==> src/rtl/host_ni_if.sv <==
// Router local-port flit channel: request flits toward the router, reply flits back.
interface host_ni_if #(parameter int DATAW = 32);
  logic [DATAW+1:0] odata;
  logic             ovalid;
  logic             ovch;
  logic [1:0]       irdy;
  logic [DATAW+1:0] idata;
  logic             ivalid;

  modport master (output odata, ovalid, ovch, input irdy, idata, ivalid);
  modport slave  (input odata, ovalid, ovch, output irdy, idata, ivalid);
endinterface

==> src/rtl/host_ni.sv <==
// Host network interface: injects a burst of request packets over two VCs and
// absorbs/counts the replies, flagging framing errors and reply timeouts.
module host_ni #(
  parameter int DATAW   = 32,
  parameter int PKT_LEN = 4,
  parameter int ID_W    = 4,
  parameter int CNT_W   = 8,
  parameter int TMO     = 1024
) (
  input  logic             clk,
  input  logic             rst_,
  input  logic             start,
  input  logic [ID_W-1:0]  dst_id,
  input  logic [ID_W-1:0]  src_id,
  input  logic [CNT_W-1:0] num_pkts,
  host_ni_if.master        nif,
  output logic             busy,
  output logic             done,
  output logic [CNT_W-1:0] sent_cnt,
  output logic [CNT_W-1:0] recv_cnt,
  output logic [1:0]       err
);
  localparam int IDX_W = (PKT_LEN > 1) ? $clog2(PKT_LEN) : 1;
  localparam int TMR_W = $clog2(TMO + 1);
  localparam logic [1:0] F_BODY = 2'b00, F_HEAD = 2'b01, F_TAIL = 2'b10;

  typedef enum logic [2:0] {IDLE, VSEL, SEND, WAIT, DONE} state_t;

  state_t           state;
  logic [ID_W-1:0]  dst_r;
  logic [CNT_W-1:0] num_r;
  logic [IDX_W-1:0] idx;
  logic             cur_vc, ptr, in_pkt;
  logic [TMR_W-1:0] tmr;
  logic [DATAW+1:0] odata_r;
  logic             ovch_r;

  logic [1:0]       ityp;
  logic             vsel_ch, last;
  logic [CNT_W-1:0] sent_nx, recv_nx;
  logic             unused_payload;

  // Head carries routing ids + sequence; body/tail carry {flit index, seq} for tracing.
  function automatic logic [DATAW+1:0] mk_flit(input logic [IDX_W-1:0] i,
                                               input logic [CNT_W-1:0] seq,
                                               input logic [ID_W-1:0]  dst,
                                               input logic [ID_W-1:0]  src);
    logic [1:0]       t;
    logic [DATAW-1:0] p;
    if (i == '0) p = DATAW'({seq, src, dst});
    else         p = DATAW'({8'(i), 8'(seq)});
    if (PKT_LEN == 1)                  t = 2'b11;
    else if (i == '0)                  t = F_HEAD;
    else if (i == IDX_W'(PKT_LEN - 1)) t = F_TAIL;
    else                               t = F_BODY;
    return {t, p};
  endfunction

  assign ityp           = nif.idata[DATAW+1:DATAW];
  assign unused_payload = ^nif.idata[DATAW-1:0];
  assign vsel_ch        = nif.irdy[ptr] ? ptr : ~ptr;
  assign last           = (idx == IDX_W'(PKT_LEN - 1));
  assign sent_nx        = sent_cnt + 1'b1;
  assign recv_nx        = (&recv_cnt) ? recv_cnt : recv_cnt + 1'b1;

  assign nif.odata  = odata_r;
  assign nif.ovch   = ovch_r;
  assign nif.ovalid = (state == SEND) && nif.irdy[cur_vc];
  assign busy       = (state == VSEL) || (state == SEND) || (state == WAIT);
  assign done       = (state == DONE);

  always_ff @(posedge clk or negedge rst_) begin
    if (!rst_) begin
      state    <= IDLE;
      odata_r  <= '0;
      ovch_r   <= 1'b0;
      cur_vc   <= 1'b0;
      ptr      <= 1'b0;
      idx      <= '0;
      dst_r    <= '0;
      num_r    <= '0;
      sent_cnt <= '0;
      recv_cnt <= '0;
      err      <= '0;
      in_pkt   <= 1'b0;
      tmr      <= '0;
    end else begin
      // Reply side runs independently of the TX state; a start below overrides its clears.
      if (nif.ivalid) begin
        if (recv_cnt == num_r) err[0] <= 1'b1;
        case (ityp)
          F_HEAD: begin
            if (in_pkt) err[0] <= 1'b1;
            in_pkt <= 1'b1;
          end
          F_BODY: if (!in_pkt) err[0] <= 1'b1;
          F_TAIL: begin
            if (!in_pkt) err[0] <= 1'b1;
            else begin
              recv_cnt <= recv_nx;
              in_pkt   <= 1'b0;
            end
          end
          default: begin
            if (in_pkt) err[0] <= 1'b1;
            recv_cnt <= recv_nx;
            in_pkt   <= 1'b0;
          end
        endcase
      end

      case (state)
        IDLE, DONE: if (start) begin
          dst_r <= dst_id;
          num_r <= num_pkts;
          if (num_pkts == '0) state <= DONE;
          else begin
            sent_cnt <= '0;
            recv_cnt <= '0;
            err      <= '0;
            state    <= VSEL;
          end
        end
        VSEL: if (|nif.irdy) begin
          cur_vc  <= vsel_ch;
          ovch_r  <= vsel_ch;
          ptr     <= ~vsel_ch;
          idx     <= '0;
          odata_r <= mk_flit('0, sent_cnt, dst_r, src_id);
          state   <= SEND;
        end
        SEND: if (nif.ovalid) begin
          if (last) begin
            sent_cnt <= sent_nx;
            tmr      <= '0;
            state    <= (sent_nx == num_r) ? WAIT : VSEL;
          end else begin
            idx     <= idx + 1'b1;
            odata_r <= mk_flit(idx + 1'b1, sent_cnt, dst_r, src_id);
          end
        end
        WAIT: begin
          if (recv_cnt == num_r) state <= DONE;
          else if (nif.ivalid) tmr <= '0;
          else if (tmr == TMR_W'(TMO - 1)) begin
            err[1] <= 1'b1;
            state  <= DONE;
          end else tmr <= tmr + 1'b1;
        end
        default: state <= IDLE;
      endcase
    end
  end
endmodule

==> src/flat_wrapper.sv <==
// flat-port wrapper written by rule: the top's interface ports become plain ports
module host_ni_flat 
#(
  parameter int DATAW   = 32,
  parameter int PKT_LEN = 4,
  parameter int ID_W    = 4,
  parameter int CNT_W   = 8,
  parameter int TMO     = 1024
)
  (clk, rst_, start, dst_id, src_id, num_pkts, busy, done, sent_cnt, recv_cnt, err, nif_odata, nif_ovalid, nif_ovch, nif_irdy, nif_idata, nif_ivalid);
  host_ni_if #(.DATAW(DATAW)) nif_i ();
  input  logic clk;
  input  logic rst_;
  input  logic start;
  input  logic [ID_W-1:0] dst_id;
  input  logic [ID_W-1:0] src_id;
  input  logic [CNT_W-1:0] num_pkts;
  output logic busy;
  output logic done;
  output logic [CNT_W-1:0] sent_cnt;
  output logic [CNT_W-1:0] recv_cnt;
  output logic [1:0] err;
  output wire logic [$bits(nif_i.odata)-1:0] nif_odata;
  output wire logic [$bits(nif_i.ovalid)-1:0] nif_ovalid;
  output wire logic [$bits(nif_i.ovch)-1:0] nif_ovch;
  input wire logic [$bits(nif_i.irdy)-1:0] nif_irdy;
  input wire logic [$bits(nif_i.idata)-1:0] nif_idata;
  input wire logic [$bits(nif_i.ivalid)-1:0] nif_ivalid;
  assign nif_odata = nif_i.odata;
  assign nif_ovalid = nif_i.ovalid;
  assign nif_ovch = nif_i.ovch;
  assign nif_i.irdy = nif_irdy;
  assign nif_i.idata = nif_idata;
  assign nif_i.ivalid = nif_ivalid;
  host_ni #(.DATAW(DATAW), .PKT_LEN(PKT_LEN), .ID_W(ID_W), .CNT_W(CNT_W), .TMO(TMO)) u_core (.clk(clk), .rst_(rst_), .start(start), .dst_id(dst_id), .src_id(src_id), .num_pkts(num_pkts), .nif(nif_i), .busy(busy), .done(done), .sent_cnt(sent_cnt), .recv_cnt(recv_cnt), .err(err));
endmodule
==> config.mk <==
export PLATFORM = sky130hd
export DESIGN_NAME = host_ni_flat
export DESIGN_NICKNAME = d
export VERILOG_FILES = /design/src/rtl/host_ni_if.sv /design/src/rtl/host_ni.sv /design/src/flat_wrapper.sv
export SDC_FILE = /design/constraint.sdc
export NUM_CORES = 1
export LEC_CHECK = 0
export ABC_AREA = 1
export CAP_MARGIN = 25
export CORE_MARGIN = 4
export CORE_UTILIZATION = 48
export CTS_CLUSTER_SIZE = 8
export DETAILED_ROUTE_END_ITERATION = 10
export HOLD_SLACK_MARGIN = 0.08
export PLACE_DENSITY = 0.89
export REMOVE_ABC_BUFFERS = 1
export SYNTH_ARGS = -nofsm -noshare
export SYNTH_HDL_FRONTEND = slang
export SYNTH_SLANG_ARGS = --single-unit
==> constraint.sdc <==
create_clock -name clk -period 2.1 [get_ports clk]
set_input_delay 0.42 -clock clk [delete_from_list [all_inputs] [get_ports clk]]
set_output_delay 0.42 -clock clk [all_outputs]
set_load 0.005 [all_outputs]
==> results.yml <==
status:
  status: "completed"
synthesis:
  async_flop_share_pct: 100
  synthDistinctLibCells: 46
  yosys_warnings: 0
  mappedNetlistArea_um2: 3930
  synth_seq_cells: 67
  synthFlopType: "dfrtp_1"
  synth_seq_area_share_pct: 42.7
  synthCells: 509
  synth-edff-count: 0
  syn_area_per_cell_um2: 7.72
min_path:
  hold_class: "in2async"
setup_path:
  path_max_fanout: 4
  worstPathArrival_ps: 1620
  required_ps: 1680
  crit_type: "reg2out"
  startpoint_type: "flip-flop"
  cp-end-kind: "output pin"
floorplan:
  fp.dieArea_um2: 9690
  die_h_um: 98.5
  core-area_um2: 7850
  die_w_um: 98.5
  start_util_pct: 50.0
  row_count: 32
  io_pins: 112
final_layout:
  final_nets: 653
  drive_above_1_share_pct: 13.2
  num_antenna_cells: 0
  final_util_pct: 62.6
  n_fill_cell: 679
  syn_to_final_growth_pct: 25.1
sta:
  finalClockSkew_ps: 7.37
  final.period_utilization_pct: 97.0
  hold_ws_ps: 79.5
  setup_slack_ps: 62.7
  hold_viol_final: 0
  fmax_ghz: 0.491
  report.final.slew_viol_count: 0
  finalSetupViolCount: 0
  rsz0062_at_grt: "no"
  min_period_ps: 2040
global_route:
  antenna_found_initial: 0
  grt_pass1_wl_um: 16500
  overflow: 0
  track_usage_pct: 20.7
  grt_pass1_vias: 3609
  grt_max_degree: 68
drt:
  antenna_left: 0
  drt_iter0_drc: 239
  drcViolationCount: 0
  first_pass_iters: 5
  routedWlPerCell_um: 13.9
  routed_wl_um: 9710
  via_count: 3664
  via_per_inst: 5.24
power:
  power_density_nw_per_um2: 1160
  p_leak_nw: 2.27
  ir_worst_vdd_mv: 0.457
run:
  drv_cap: 0
cts:
  htree_levels: 3
  post_cts_buffers: 0
  clkLatencyLatePin_ps: 340
  numCtsBuffers: 9
  cts_root_buf: "clkbuf_8"
  clkSlewWorstSetupHoldPaths_ps: 70
  clock_sinks: 67
  cts_buffer_depth: 2
  cts_tree: "yes"
placement:
  place_worst_setup_slack_ps: -92.2
  hpwl_um: 7470
  place_congestion: 0.879
  io_buffer_count: 63
[layer usage]
metal  vias up  global-route usage (%)  wire length [um]
met3        24                    4.74               593
met1      1710                    24.5              3910
met2       143                    36.6              5030
met4         0                    7.77               179
met5         -                       0                 0
li1       1787                       -                 -
[timing repair]
item	4_1_cts	5_1_grt
pin swaps	1	0
hold buffers	0	0
setup endpoints to repair	2	2
gates resized for setup	2	3
endpoints found under the hold margin	0	0
[sequential cells by signal (all words and copies together) (netlist names)]
name and count:
u_core.nif.odata 18, u_core.tmr 11, u_core.num_r 8, u_core.recv_cnt 8
u_core.sent_cnt 8, u_core.dst_r 4, u_core.state 3, u_core.err 2
u_core.idx 2, u_core.cur_vc 1, u_core.in_pkt 1, u_core.ptr 1
[worst max-delay path, cell delays in order (launching register included)]
cell             delay [ps]
dfrtp_2                 460
nor2_4                  130
inv_2                    70
nor2_1                  110
clkdlybuf4s50_1         510
[where the power goes]
| part | switching, W | internal, W |
|---|---|---|
| Sequential | 0.000349 | 0.00166 |
| Combinational | 0.00150 | 0.00116 |
| Clock | 0.000497 | 0.000543 |
[logic make-up (layout without fill, tap and decap cells)]
kind of cell	after synthesis	after routing	synth area share, %
and+or+nand+nor	266	266	30.8
buffers and inverters	83	156	10.4
AOI/OAI and AO/OA	76	76	11.9
DFF	67	67	42.7
xor gates and xnor gates	11	11	2.45
adders and majority gates	5	5	1.59
other	1	16	0.0955
[through the flow]
stage               setup TNS (ps)  instance area [um2]  std cells  power [W]
floorplan                        0                 3790        497    0.00347
global placement              -148                 4710        683    0.00450
detailed placement            -336                 4710        683    0.00466
CTS                              0                 4910        699    0.00572
global route                     0                 4910        699    0.00614
finish                           0                 4910        699    0.00571
[area by class of cell]
type	count	area (um2)	share of cell area (%)
Sequential cell	67	1680	34.2
Timing Repair Buffer	84	795	16.2
Tap cell	102	128	2.60
Clock inverter	7	68.8	1.40
Clock buffer	9	124	2.52
Inverter	56	215	4.38
Multi-Input combinational cell	374	1900	38.8
[cells in the final DEF (no fill, tap or decap), types with 8 or more instances in the layout]
cell type	synthesis	routed
a21oi_1	8	8
a31oi_1	10	10
buf_4	17	20
clkbuf_8	0	9
clkdlybuf4s50_1	0	61
conb_1	1	16
dfrtp_1	67	65
inv_1	47	47
nand2_1	155	155
nand3_1	27	27
nand4_1	12	12
nor2_1	42	41
o21ai_0	26	26
xor2_1	8	8
[Yosys cell counts, drive strengths merged, types with 2 or more instances]
cell type	instances	area share [%]
nand4	12	1.9
ha	5	1.6
a31oi	10	1.6
o22ai	6	0.96
and2	2	0.38
xnor2	3	0.67
nor2	53	7.0
o21bai	2	0.38
xor2	8	1.8
inv	55	5.4
o21ai	41	6.2
nor3	5	0.64
nand2	161	16
nand3	28	3.9
a21oi	8	1.0
buf	24	4.7
or2	2	0.32
dfrtp	67	43
o211ai	3	0.57
clkbuf	3	0.29
nor4	2	0.48
[path summary, 6_finish.rpt]
kind,start,endpoint,slack (ps),cells after the start
hold / removal,rst_,u_core.nif.odata[8],80,2
min in group clk,u_core.dst_r[3],u_core.dst_r[3],480,2
setup reg to reg,u_core.tmr[0],u_core.tmr[5],160,12
setup / recovery,u_core.state[0],done,60,4
max in group asynchronous,rst_,u_core.nif.odata[10],1710,2
hold reg to reg,u_core.dst_r[3],u_core.dst_r[3],480,2
(Power assumes the default switching activity.)
